### src/rtl/seq_shifter.sv
// seq_shifter: iterative shift/rotate unit (SLL/SRL/SRA/ROR), one position per SHIFT cycle.
// Define SEQ_SHIFTER_STEP4_EN to step up to four positions per SHIFT cycle instead.
module seq_shifter #(
   parameter int unsigned WIDTH = 32,
   parameter int unsigned SHW   = 5
) (
   input  logic             clk,
   input  logic             rst,
   input  logic             start,
   input  logic [1:0]       op,
   input  logic [SHW-1:0]   src1,
   input  logic [WIDTH-1:0] src2,
   output logic             busy,
   output logic             done,
   output logic [WIDTH-1:0] result
);

   typedef enum logic [1:0] {StIdle, StShift, StDone} state_t;

   state_t           state_q;
   logic [WIDTH-1:0] work_q;
   logic [SHW-1:0]   cnt_q;
   logic [1:0]       op_q;

   logic [SHW-1:0]   step;
   logic [WIDTH-1:0] work_d;
   logic             last;

   function automatic logic [WIDTH-1:0] shift1(input logic [WIDTH-1:0] v, input logic [1:0] o);
      logic [WIDTH-1:0] r;
      case (o)
         2'b00:   r = {v[WIDTH-2:0], 1'b0};
         2'b01:   r = {1'b0, v[WIDTH-1:1]};
         2'b10:   r = {v[WIDTH-1], v[WIDTH-1:1]};
         default: r = {v[0], v[WIDTH-1:1]};
      endcase
      return r;
   endfunction

   always_comb begin
`ifdef SEQ_SHIFTER_STEP4_EN
      step = (cnt_q > SHW'(4)) ? SHW'(4) : cnt_q;
`else
      step = SHW'(1);
`endif
      // cnt_q is never zero while shifting, so this is the final step
      last   = (cnt_q <= step);
      work_d = work_q;
      for (int i = 0; i < 4; i++) begin
         if (SHW'(i) < step) work_d = shift1(work_d, op_q);
      end
   end

   always_ff @(posedge clk or negedge rst) begin
      if (!rst) begin
         state_q <= StIdle;
         work_q  <= '0;
         cnt_q   <= '0;
         op_q    <= '0;
         busy    <= 1'b0;
         done    <= 1'b0;
         result  <= '0;
      end else begin
         case (state_q)
            StIdle: begin
               if (start) begin
                  work_q <= src2;
                  cnt_q  <= src1;
                  op_q   <= op;
                  busy   <= 1'b1;
                  if (src1 == '0) begin
                     state_q <= StDone;
                     done    <= 1'b1;
                     result  <= src2;
                  end else begin
                     state_q <= StShift;
                  end
               end
            end
            StShift: begin
               work_q <= work_d;
               cnt_q  <= cnt_q - step;
               if (last) begin
                  state_q <= StDone;
                  done    <= 1'b1;
                  result  <= work_d;
               end
            end
            StDone: begin
               state_q <= StIdle;
               busy    <= 1'b0;
               done    <= 1'b0;
            end
            default: begin
               state_q <= StIdle;
               busy    <= 1'b0;
               done    <= 1'b0;
            end
         endcase
      end
   end

endmodule

### config.mk
export PLATFORM = sky130hd
export DESIGN_NAME = seq_shifter
export DESIGN_NICKNAME = d
export VERILOG_FILES = /design/src/rtl/seq_shifter.sv
export SDC_FILE = /design/constraint.sdc
export NUM_CORES = 1
export LEC_CHECK = 0
export CORE_ASPECT_RATIO = 0.7
export CORE_MARGIN = 2
export CORE_UTILIZATION = 35
export CTS_CLUSTER_SIZE = 24
export DETAILED_ROUTE_END_ITERATION = 7
export SYNTH_ARGS = -nofsm -noshare
export SYNTH_HDL_FRONTEND = slang
export SYNTH_SLANG_ARGS = --single-unit
### constraint.sdc
create_clock -name clk -period 1.9 [get_ports clk]
set_input_delay 0.38 -clock clk [delete_from_list [all_inputs] [get_ports clk]]
set_output_delay 0.38 -clock clk [all_outputs]
set_load 0.02 [all_outputs]
**Word-level counts from Yosys, hierarchy flattened**

Index checks and enable logic that the tools add are counted.
Widths: inputs -> output; s select.

- Bits in latches: 0
- Bits in read-only memories: 0
- Memories: 0
- Bits in writable memories: 0
- Input port bits: 42
- Bits in registers: 75

- Multiplexer cells: 19
- $lt $le $gt $ge: 1
- Multiply operators: 0
- Bitwise logic cells: 1
- $add $sub $neg: 1
- Shift-type cells: 0
- Reduce and logical (&&, ||, !) cells: 10
- Equal/unequal tests: 6
- Div/mod/pow operators: 0

Operator list:

| kind | count |
|---|---|
| $mux 32 | 4 |
| $pmux 32 s2 | 2 |
| $pmux 32 s3 | 1 |
| $pmux 5 s2 | 1 |
| $reduce_and 2->1 | 4 |
| $mux 2 | 3 |
| $ne 2x2->1 const B | 3 |
| $le 5x1->1 const B | 1 |
| $logic_not 5->1 | 1 |
| $mux 5 | 1 |
| $sub 5x1->5 const B | 1 |
| $eq 2x1->1 const B | 2 |
| $logic_not 2->1 | 2 |
| $mux 1 | 4 |
| $pmux 1 s2 | 2 |
| $pmux 2 s2 | 1 |
| $reduce_and 4->1 | 1 |
| $reduce_and 3->1 | 1 |
| $eq 2x2->1 const B | 1 |
| $reduce_bool 2->1 | 1 |
| $not 1->1 | 1 |

**Longest topological paths before layout**

- Depth after elaboration: 4
- Gate-level depth with buffers: 7
- Mapped depth without buffers: 5

**Worst setup path after synthesis**

OpenSTA, ideal clock, no wires.

- Path type: register to register
- Start point: reg state_q[0]
- End point: reg result[28]
- Buffers on the path: 2
- Arrival: 1503 ps
- Path slack: 272 ps
- Library setup time: 125 ps
- Stages on the path, launching flop included: 6
- Clock period less this slack: 1628 ps
- Data required time: 1775 ps
- Cell sequence: dfrtp_1 -> buf_4 -> nand4b_2 -> a21oi_4 -> buf_12 -> mux2_4

- Word-level cells in the longest chain between the ends: 3

RTL lines:

| item | line | source |
|---|---|---|
| start: declaration | 20 | `state_t state_q;` |
| start signal: assignment | 56 | `state_q <= StIdle;` |
| start signal: assignment | 72 | `state_q <= StDone;` |
| start signal: assignment | 76 | `state_q <= StShift;` |
| $eq 2x1->1 or $logic_not 2->1 (tied branches) | 64 | `case (state_q)` |
| $ne 2x2->1 (no line) or $reduce_bool 2->1 (tied branches) | -- |  |
| $reduce_and 4->1 (no line) | -- |  |
| end signal: assignment | 74 | `result <= src2;` |
| end signal: assignment | 86 | `result <= work_d;` |
| end: declaration | 15 | `output logic [WIDTH-1:0] result` |

Several ways; a longest one is shown, not always the timed one.
A chain may end at the register's enable or synchronous reset.

**Worst setup path in the final report**

- Start point: in src1[0]
- End point: reg result[25]

- Word-level cells in the longest chain between the ends: 3

RTL lines:

| item | line | source |
|---|---|---|
| start: declaration | 11 | `input logic [SHW-1:0] src1,` |
| $logic_not 5->1 | 71 | `if (src1 == '0) begin` |
| $ne 2x2->1 (no line) | -- |  |
| $reduce_and 4->1 (no line) | -- |  |

No other way between the ends.

==> flow_summary.yaml <==
clocking:
  cts-root-buf: "clkbuf_16"
  post_cts_resized: 0
  cts_setup_buffers: 0
  cts_tree: "built"
  cts_max_path_buffers: 2
  clk_pin_slew_ps: 60
  clkSinkCount: 75
  cts_max_level: 3
  clk_latency_ps: 330
  numCtsBuffers: 9
worst_hold_path:
  min_path_type: "input port to async pin"
cells_and_area:
  final_common_cell: "dfrtp_1"
  drive_gt1_frac: 0.201
  diodes: 0
  final_nets: 466
  fin_util: 0.490
  area.growth.synth_to_final_pct: 36.0
  stdcell_count: 559
  mostFrequentLayoutCells: "75 x dfrtp_1, 74 x clkdlybuf4s50_1, 55 x mux2i_1"
power:
  power_leakage_nw: 2.14
  clock_power_share: 0.176
  seqPwrFrac: 0.328
  power_switching_w: 0.00340
  power_density_nw_per_um2: 1770
  combinationalPowerShare: 0.496
  p_int_w: 0.00559
  p_total_w: 0.00899
  switching_share: 0.379
  ir_worst_vdd_mv: 0.656
placed_design:
  gp_congestion: 0.786
  dpl.cell_count: 542
  numPortBuffers: 75
  dp_slack_ps: -219
  hpwl_um: 5970
detailed_routing:
  dr.pass1.iters: 4
  drt-initial-drc-count: 167
  drtAntennaViolNets: 0
  routedWlPerCell_um: 15.0
  num_vias: 2646
  finalWirelength_um: 8390
  viasPerCell: 4.73
  drcViolationCount: 0
timing:
  final.setup.worst_slack_ps: 104
  slew_headroom: 0.781
  finalSetupViolations: 0
  fin_skew_ps: 11.9
  hold_viol_final: 0
  post-route-period-util: 0.945
  tightest_slew_ps: 329
  period_needed_ps: 1800
  slew_violations: 0
  rsz0062_at_grt: "no"
  fmax_ghz: 0.557
  hold_slack_ps: 486
worst_setup_path:
  cp-startpoint: "src1[0]"
  crit_arrival_ps: 2010
  cp.buffers_inverters: 2
  crit_fanout: 11
  criticalPathCategory: "input port to flip-flop"
  critical_path.endpoint_type: "flip-flop"
  r2r_slack_ps: 270
  r2r-start: "op_q[1]"
  crit_end: "result[25]"
  cpLargestDelayFamily: "buffers and inverters"
  worst_r2r_path_depth: 5
  critical_path_depth: 6
  path_cells: "clkdlybuf4s50_1, nor3_2, nand4b_2, a21oi_4, buf_12, mux2_2"
  cp_data_required_time_ps: 2110
  crit_slowest_cell: "clkdlybuf4s50_1"
  worstReg2RegEnd: "result[12]"
  max_stage_delay_ps: 440
  cp-start-kind: "input port"
synthesis:
  ys_seq_elements: 75
  syn_area_um2: 3740
  synth-edff-count: 0
  syn_nets: 378
  postSynth.asyncResetShare: 1.00
  synthFlopType: "dfrtp_1"
  ys_seq_area_frac: 0.502
  avgSynthCellArea_um2: 11.2
  synth.distinct_cells: 31
  synthCells: 334
  yosys_warnings: 0
floorplan:
  die_x_um: 128
  initial_core_util: 0.360
  dieArea_um2: 11500
  ios: 76
  num_rows: 31
  core_um2: 10400
  chipHeight_um: 90.5
job:
  max_cap_violations: 0
global_routing:
  antenna_found_initial: 0
  grt_max_degree: 55
  grt_overflow: 0
  grt_pass1_wl_um: 14100
  grt_usage: 0.153
  grt_pass1_vias: 2786
status:
  run_status: "complete, no violations"
==> worst register-to-register path: cells and delay by family, from the launching register on <==
kind,cells,cell delay [ps]
buffers and inverters,1,210
DFF,1,440
muxes,3,710
and+or+nand+nor,1,150
==> cells by family (layout without fill, tap and decap cells) <==
| group | count (synthesis) | after routing | synth area share |
|---|---|---|---|
| AND/OR/NAND/NOR | 55 | 55 | 0.0645 |
| buffers and inverters | 51 | 144 | 0.0669 |
| AO/OA/AOI/OAI | 56 | 56 | 0.0889 |
| flip-flops | 75 | 75 | 0.502 |
| adder cells (fa/ha/maj) | 2 | 2 | 0.00669 |
| multiplexers | 95 | 95 | 0.271 |
==> repair_timing <==
item / 4_1_cts / 5_1_grt
endpoints found under the setup margin: 0 / 0
hold buffers: 1 / 0
hold endpoints to repair: 21 / 0
==> cells in the mapped netlist, types with 2 or more instances <==
cell      count  share of area
o22a_1        2         0.0047
mux2_2       36           0.11
buf_2         7         0.0094
buf_4         5          0.010
o21ai_1       6         0.0080
nor2b_1       2         0.0033
mux2_4        4          0.016
inv_1        31          0.031
mux2i_1      55           0.15
a31oi_1       2         0.0033
clkbuf_1      5         0.0050
buf_6         2         0.0060
a21oi_1       7         0.0094
dfrtp_1      75           0.50
o21ai_0      30          0.040
nor2_1       13          0.013
a22oi_1       2         0.0040
ha_1          2         0.0067
nor3_2        2         0.0053
nand2_1      35          0.035
==> area by class of cell <==
cell class              count  area [um2]
inverters                  31         116
repair buffers             97        1020
multi-input cells         208        1640
clock inverters             7        52.6
fillers                   966        5310
clock buffers               9         225
flip-flops and latches     75        1880
well taps                 132         165
==> registers in the layout, indices dropped and copies added, names as in the netlist <==
| register | flops |
|---|---|
| result | 32 |
| busy | 1 |
| op_q | 2 |
| cnt_q | 5 |
| work_q | 32 |
| done | 1 |
| state_q | 2 |
==> per-stage QoR <==
step / instance area (um2) / setup TNS (ps)
floorplan: 3740 / 0
global placement: 4800 / -4270
detailed placement: 4800 / -6360
CTS: 5090 / 0
global route: 5090 / 0
finish: 5090 / 0
==> how the worst min path moves through the flow <==
stage               start          to  slack, ps  cells past startpoint
floorplan             rst        busy         80                      0
detailed placement    rst  result[14]        300                      1
global route          rst  result[13]        510                      2
CTS                   rst  result[13]        490                      2
finish                rst  result[13]        490                      2
global placement      rst  result[13]        300                      1
==> routing by layer <==
metal	track usage	up-vias	routed length (um)
met4	0.0421	0	104
li1	-	1319	-
met3	0.0492	12	400
met2	0.218	58	3540
met1	0.223	1257	4340
met5	0	-	0
==> power by group through the flow <==
stage | clock network, W | logic, W | registers (W)
after floorplan | 0 | 0.00261 | 0.00320
after global placement | 0 | 0.00443 | 0.00296
after detailed placement | 0 | 0.00451 | 0.00296
after CTS | 0.00161 | 0.00453 | 0.00296
after global routing | 0.00169 | 0.00489 | 0.00307
final | 0.00158 | 0.00446 | 0.00295
Power figures use the tool's default switching activity.
